===== config.mk =====
export PLATFORM = sky130hd
export DESIGN_NAME = dma_ch_arb
export DESIGN_NICKNAME = d
export VERILOG_FILES = /design/src/rtl/dma_ch_arb.sv
export SDC_FILE = /design/constraint.sdc
export NUM_CORES = 1
export LEC_CHECK = 0
export BUFFER_PORTS_ARGS = -buffer_cell sky130_fd_sc_hd__buf_2
export CAP_MARGIN = 20
export CORE_MARGIN = 5
export CORE_UTILIZATION = 30
export DETAILED_ROUTE_END_ITERATION = 7
export PLACE_DENSITY = 0.58
export SETUP_SLACK_MARGIN = 0.3
export SLEW_MARGIN = 5
export SYNTH_ARGS = -nofsm -noshare
export SYNTH_HDL_FRONTEND = slang
export SYNTH_SLANG_ARGS = --single-unit

===== constraint.sdc =====
create_clock -name clk -period 1.9 [get_ports clk]
set_input_delay 0.19 -clock clk [delete_from_list [all_inputs] [get_ports clk]]
set_output_delay 0.19 -clock clk [all_outputs]
set_load 0.05 [all_outputs]

===== src/rtl/dma_ch_arb.sv =====
// ---------------------------------------------------------------------------
// dma_ch_arb
//
// Two-channel burst arbiter and sequencer for the DMA channel-select mux.
// One channel owns the AHB master port for a whole burst. The block counts
// acknowledged beats against the length latched at grant time. It reports
// either normal completion or an abort, when the owner drops its request
// early.
//
// Parameters
//   BEAT_W    width of burst length / beat counter
//   PRI_MODE  0 = round-robin, 1 = fixed priority (channel 0 wins)
//
// Ports
//   clk, rst             clock, synchronous active-high reset
//   ch0_req, ch0_len     channel 0 burst request and length (beats)
//   ch1_req, ch1_len     channel 1 burst request and length (beats)
//   beat_ack             current beat accepted by the AHB master
//   ch0_gnt, ch1_gnt     bus ownership
//   sel                  mux select, 1 = channel 0, 0 = channel 1
//   bus_req              beats pending, master may issue transfers
//   beat_cnt             beats acknowledged in the current burst
//   burst_done           one-cycle pulse, burst completed
//   burst_abort          one-cycle pulse, owner dropped request early
// ---------------------------------------------------------------------------
module dma_ch_arb #(
    parameter int BEAT_W   = 8,
    parameter int PRI_MODE = 0
) (
    input  logic              clk,
    input  logic              rst,
    input  logic              ch0_req,
    input  logic [BEAT_W-1:0] ch0_len,
    input  logic              ch1_req,
    input  logic [BEAT_W-1:0] ch1_len,
    input  logic              beat_ack,
    output logic              ch0_gnt,
    output logic              ch1_gnt,
    output logic              sel,
    output logic              bus_req,
    output logic [BEAT_W-1:0] beat_cnt,
    output logic              burst_done,
    output logic              burst_abort
);

    typedef enum logic [1:0] {
        IDLE = 2'd0,
        XFER = 2'd1,
        DONE = 2'd2
    } state_t;

    localparam logic              FIXED_PRI = (PRI_MODE != 0);
    localparam logic [BEAT_W-1:0] ONE       = BEAT_W'(1);

    state_t            state_reg, state_next;
    logic [BEAT_W-1:0] len_q_reg, len_q_next;
    logic              last_ch_reg, last_ch_next;   // channel index, 1 = ch1
    logic              ch0_gnt_reg, ch0_gnt_next;
    logic              ch1_gnt_reg, ch1_gnt_next;
    logic              sel_reg, sel_next;
    logic              bus_req_reg, bus_req_next;
    logic [BEAT_W-1:0] beat_cnt_reg, beat_cnt_next;
    logic              done_reg, done_next;
    logic              abort_reg, abort_next;

    // Per-channel views so eligibility is built uniformly.
    logic [1:0]        req_vec;
    logic [BEAT_W-1:0] len_arr [2];
    logic [1:0]        elig;

    assign req_vec    = {ch1_req, ch0_req};
    assign len_arr[0] = ch0_len;
    assign len_arr[1] = ch1_len;

    // A zero-length request is never eligible, so it can never win.
    generate
        for (genvar gi = 0; gi < 2; gi++) begin : g_elig
            assign elig[gi] = req_vec[gi] && (len_arr[gi] != '0);
        end
    endgenerate

    // Winner as a channel index. On a tie, round-robin picks the channel
    // that did not own the previous burst.
    logic win_idx;
    always_comb begin
        win_idx = 1'b0;
        if (elig == 2'b11) begin
            win_idx = FIXED_PRI ? 1'b0 : ~last_ch_reg;
        end else if (elig == 2'b10) begin
            win_idx = 1'b1;
        end
    end

    // The owner is identified by sel, which is stable for the whole burst.
    logic owner_req;
    logic last_beat;
    assign owner_req = sel_reg ? ch0_req : ch1_req;
    assign last_beat = beat_ack && (beat_cnt_reg == len_q_reg - ONE);

    always_comb begin
        state_next    = state_reg;
        len_q_next    = len_q_reg;
        last_ch_next  = last_ch_reg;
        ch0_gnt_next  = ch0_gnt_reg;
        ch1_gnt_next  = ch1_gnt_reg;
        sel_next      = sel_reg;
        bus_req_next  = bus_req_reg;
        beat_cnt_next = beat_cnt_reg;
        done_next     = 1'b0;
        abort_next    = 1'b0;

        case (state_reg)
            IDLE: begin
                if (elig != 2'b00) begin
                    state_next    = XFER;
                    len_q_next    = len_arr[win_idx];
                    ch0_gnt_next  = (win_idx == 1'b0);
                    ch1_gnt_next  = (win_idx == 1'b1);
                    sel_next      = ~win_idx;
                    bus_req_next  = 1'b1;
                    beat_cnt_next = '0;
                end
            end

            XFER: begin
                // The beat accepted in the final or the abort cycle still counts.
                if (beat_ack) begin
                    beat_cnt_next = beat_cnt_reg + ONE;
                end
                // Completion wins over a simultaneous request drop.
                if (last_beat || !owner_req) begin
                    state_next   = DONE;
                    done_next    = last_beat;
                    abort_next   = !last_beat;
                    ch0_gnt_next = 1'b0;
                    ch1_gnt_next = 1'b0;
                    bus_req_next = 1'b0;
                    last_ch_next = ~sel_reg;
                end
            end

            DONE: begin
                state_next = IDLE;
            end

            default: begin
                state_next = IDLE;
            end
        endcase
    end

    always_ff @(posedge clk) begin
        if (rst) begin
            state_reg    <= IDLE;
            len_q_reg    <= '0;
            last_ch_reg  <= 1'b1;
            ch0_gnt_reg  <= 1'b0;
            ch1_gnt_reg  <= 1'b0;
            sel_reg      <= 1'b0;
            bus_req_reg  <= 1'b0;
            beat_cnt_reg <= '0;
            done_reg     <= 1'b0;
            abort_reg    <= 1'b0;
        end else begin
            state_reg    <= state_next;
            len_q_reg    <= len_q_next;
            last_ch_reg  <= last_ch_next;
            ch0_gnt_reg  <= ch0_gnt_next;
            ch1_gnt_reg  <= ch1_gnt_next;
            sel_reg      <= sel_next;
            bus_req_reg  <= bus_req_next;
            beat_cnt_reg <= beat_cnt_next;
            done_reg     <= done_next;
            abort_reg    <= abort_next;
        end
    end

    assign ch0_gnt     = ch0_gnt_reg;
    assign ch1_gnt     = ch1_gnt_reg;
    assign sel         = sel_reg;
    assign bus_req     = bus_req_reg;
    assign beat_cnt    = beat_cnt_reg;
    assign burst_done  = done_reg;
    assign burst_abort = abort_reg;

endmodule


=== After elaboration in Yosys (flattened, before gate mapping) ===
Index checks and enable logic that the tools add are counted.

* Logic and storage cells: 62
* Input port bits: 21
* Flip-flop bits (word level): 25

* Order comparisons: 1
* Eq/ne operators: 7
* Bitwise operators: 6
* Add/sub/neg operators: 2
* Muxes and demuxes: 19
* Reductions and logical operators: 17

{| class="wikitable"
|+ Operator list
! operator !! number
|-
| two-way mux 8 bit || 5
|-
| case mux 8 bit (2 select lines) || 1
|-
| nonzero test 8 bit || 2
|-
| adder 8 x 1 -> 8 bit, second input constant || 1
|-
| equality test 8 bit || 1
|-
| subtractor 8 x 1 -> 8 bit, second input constant || 1
|-
| two-way mux 1 bit || 7
|-
| inequality test 2 bit, second input constant || 3
|-
| case mux 1 bit (2 select lines) || 3
|-
| AND reduction 2 bit || 3
|-
| AND reduction 3 bit || 2
|-
| NOT 1 bit || 5
|-
| equality test 2 bit, second input constant || 2
|-
| two-way mux 2 bit || 2
|-
| case mux 2 bit (2 select lines) || 1
|-
| nonzero test 2 bit || 2
|-
| logical AND 1 bit || 3
|-
| OR reduction 3 bit || 1
|-
| equality test 2 x 1 -> 1 bit, second input constant || 1
|-
| greater-or-equal comparator 2 bit, second input constant || 1
|-
| logical NOT 1 bit || 2
|-
| logical NOT 2 bit || 1
|-
| NOT 1 -> 2 bit || 1
|-
| logical OR 1 bit || 1
|}

=== Depth between registers and ports, before layout ===
* Word-level depth: 9
* Depth in mapped cells: 8

=== Least setup slack after synthesis ===
OpenSTA, ideal clock, no wires.

* Path type: register -> register
* Start point: register beat_cnt_reg[4], in the netlist beat_cnt[4]
* End point: register last_ch_reg
* Slack: -0.060 ns
* Cell stages (with the launch flop): 7
* Arrival time: 1.888 ns
* Required time: 1.828 ns
* Buffers on the path: 0
* Cell sequence: dfxtp_1 -> xor2_1 -> or3_1 -> nand3_2 -> o2111ai_4 -> a21oi_4 -> mux2i_1

* Cells in the longest elaborated chain, start to end: 4

{| class="wikitable"
|+ RTL lines
! item !! RTL line !! RTL
|-
| start: declaration || 62 || <nowiki>logic [BEAT_W-1:0] beat_cnt_reg, beat_cnt_next;</nowiki>
|-
| start signal: assignment || 172 || <nowiki>beat_cnt_reg <= beat_cnt_next;</nowiki>
|-
| equality test 8 bit || 98 || <nowiki>assign last_beat = beat_ack && (beat_cnt_reg == len_q_reg - ONE);</nowiki>
|-
| logical AND 1 bit || 98 ||
|-
| logical OR 1 bit || 131 || <nowiki>if (last_beat || !owner_req) begin</nowiki>
|-
| AND reduction 2 bit (no line) || -- ||
|-
| end signal: assignment || 167 || <nowiki>last_ch_reg <= last_ch_next;</nowiki>
|-
| end: declaration || 57 || <nowiki>logic last_ch_reg, last_ch_next;</nowiki>
|}

No other way between the ends.
A chain may end at the register's enable or synchronous reset.

=== Worst setup path in the final report ===
* Start point: register len_q_reg[0]
* End point: register last_ch_reg

* Cells in the longest elaborated chain, start to end: 5

{| class="wikitable"
|+ RTL lines
! item !! RTL line !! RTL
|-
| start: declaration || 56 || <nowiki>logic [BEAT_W-1:0] len_q_reg, len_q_next;</nowiki>
|-
| start signal: assignment || 166 || <nowiki>len_q_reg <= len_q_next;</nowiki>
|-
| subtractor 8 x 1 -> 8 bit || 98 ||
|-
| equality test 8 bit || 98 ||
|-
| logical AND 1 bit || 98 ||
|-
| logical OR 1 bit || 131 ||
|-
| AND reduction 2 bit (no line) || -- ||
|}

No other way between the ends.

==> metrics.cfg <==
[place]
place.gp.congestion=0.773
portBuffers=34
dp_hpwl_mm=2.71

[logic_synthesis]
synth_edf_count=0
synthTopCellsByCount=nor2_1 (26), dfxtp_1 (25), inv_1 (11)
ys.flop_type=dfxtp_1
synth.distinct_cells=42
ys_seq_area_share_pct=37.0
synth_top_cell_area_share_pct=37.0
synth_most_common_cell=nor2_1
syn_area_per_cell_um2=9.08
syn_area_um2=1350
synth_warnings=0
synth.net_count=172
synth.ff_latch_count=25
syn_inst=149
synth_area_leaders=dfxtp_1 (37%), nor2_1 (7.2%), a222oi_1 (5.9%), xnor2_1 (5.8%), xor2_1 (4.5%)
synth_top_area_cell=dfxtp_1
synthArstFlopShare_pct=0

[drt]
via_count=1230
viasPerCell=5.04
avgRoutedWirePerCell_um=13.7
drt-initial-drc-count=93
route.detailed.drc=0
firstDrtPassIters=6
wl_mm=3.35
ant_nets=0

[layout]
antenna_cells=0
layout.nets=216
syn_to_final_growth_pct=28.3
final_layout_size_suffix_gt1_share_pct=37.5

[sta]
grt_setup_unrepaired=yes
min_period_ns=1.77
hold_viol_final=0
fin_tns_setup_ns=0
slew_violations=0
finalCritPeriodShare_pct=93.2
hold_slack_ns=0.164
max_freq_mhz=564
max_slew_margin_pct=75.3
worst_slew_pin_slew_ns=0.370
setup_viol=0
fin_worst_skew_ns=0.0119

[grt]
overflow=0
antenna_found_initial=0
groute.usage.overall_pct=11.1
grt_max_degree=16
grt_pass1_vias=1172
grt_pass1_wl_mm=5.42

[critical_path]
path_cells=inv_2, ha_4, xor2_1, or3_1, nand3_2, o2111ai_4, a21oi_4, mux2i_1
slowest_stage=dfxtp_4
r2r_end=last_ch_reg
reg2reg_from=len_q_reg[0]
crit_arrival_ns=1.99
critPathLaunchType=flop
reg2regPathDepth=8
slowest_delay_ns=0.39
path_class=reg2reg
path_max_fanout=5
endpoint_kind=flop
cp.required_ns=2.12
reg2reg_slack_ns=0.13

[clock_tree]
cts.htree.levels=1
cts_tree=done
clkTransAtPathRegs_ns=0.10
cts.sinks=25
cts-root-buf=clkbuf_8
numCtsBuffers=3
clk_latency_ns=0.28
cts_buffer_depth=2

[flow_run]
cap_violations=0

[pwr]
leakagePower_nw=0.728
ir_worst_vdd_mv=0.419
power_density_nw_per_um2=748

[outcome]
status=finished clean

[floorplan]
die_w_um=77.1
start_util_pct=31.1
die-area_um2=5950
die_h_um=77.1
rows=24
core_area_um2=4350
ios=35

[worst_hold_path]
hp-start=ch1_len[6]
hold_path.class=in2reg
holdPathStages=3
min_delay_worst_endpoint=len_q_reg[6]

[report_power, final]
group / switching, mW / internal [mW] / leakage [nW]
registers: 0.0431 / 0.556 / 0.211
logic: 0.212 / 0.155 / 0.491
clock network: 0.182 / 0.150 / 0.0260
total: 0.438 / 0.861 / 0.728
[how the worst max path moves through the flow]
stage / from / end / slack, ns / cells after the start
CTS: len_q_reg[0] / last_ch_reg / 0.12 / 8
detailed placement: len_q_reg[1] / last_ch_reg / 0.10 / 8
global placement: len_q_reg[1] / last_ch_reg / 0.14 / 8
global route: len_q_reg[0] / last_ch_reg / 0.02 / 8
finish: len_q_reg[0] / last_ch_reg / 0.13 / 8
floorplan: len_q_reg[0] / last_ch_reg / 0.21 / 8
[repair_timing]
item	4_1_cts	5_1_grt
resized for setup	3	1
gates cloned	0	0
endpoints found under the setup margin	7	14
pin swaps	3	0
endpoints found under the hold margin	0	0
buffers inserted	3	0
hold buffers	0	0
[critical path, delay by kind of cell, from the launching register on]
| family | cells | cell delay (ns) |
|---|---|---|
| buf+inv | 1 | 0.05 |
| xor+xnor | 1 | 0.13 |
| simple gates | 2 | 0.43 |
| compound gates | 2 | 0.37 |
| flops | 1 | 0.39 |
| fa+ha+maj | 1 | 0.17 |
| mux | 1 | 0.19 |
[cell usage in the layout, fill, tap and decap left out, types with 2 or more instances in the layout]
master,count
a21oi_1,4
a222oi_1,8
and3_1,2
buf_2,34
buf_4,10
clkbuf_8,3
dfxtp_1,15
dfxtp_2,5
dfxtp_4,5
inv_1,9
inv_2,2
mux2i_1,2
nand2_1,8
nand2b_1,2
nand3_1,2
nand3b_1,2
nand4_1,4
nor2_1,26
nor4_1,3
o211a_1,2
o32ai_2,2
xnor2_1,9
xor2_1,7
[final cells by class]
class,count,area [um^2]
fillers,430,2620
multi-input cells,108,811
flip-flops and latches,25,526
repair buffers,44,245
well taps,52,65.1
clock buffers,3,41.3
inverters,11,41.3
clock inverters,1,6.26
[per-layer routing]
| metal | up-vias | global-route usage, % | part of all wire, % |
|---|---|---|---|
| met5 | - | 0 | 0 |
| met4 | 0 | 2.92 | 1.4 |
| met3 | 4 | 4.33 | 6.1 |
| met2 | 36 | 17.7 | 46 |
| met1 | 567 | 14.0 | 46 |
| li1 | 623 | - | - |
[kinds of logic (layout without fill, tap and decap cells)]
logic type | count (synthesis) | in the layout | share of synthesized area [%]
buffers and inverters | 16 | 59 | 4.81
AND/OR/NAND/NOR | 60 | 60 | 23.1
flip-flops | 25 | 25 | 37.0
XOR/XNOR | 16 | 16 | 10.4
adder cells (fa/ha/maj) | 2 | 2 | 1.85
AO/OA/AOI/OAI | 28 | 28 | 21.4
multiplexers | 2 | 2 | 1.48
[metrics by stage]
step	cell area [um^2]	util [%]	power, mW	instances	worst slack [ns]
floorplan	1390	-	0.866	149	0.209
finish	1740	39.9	1.30	244	0.128
global route	1740	39.9	1.37	244	0.0197
global placement	1650	37.9	0.967	237	0.138
detailed placement	1650	37.9	0.971	237	0.101
CTS	1730	39.7	1.31	244	0.118
Power figures use the tool's default switching activity.
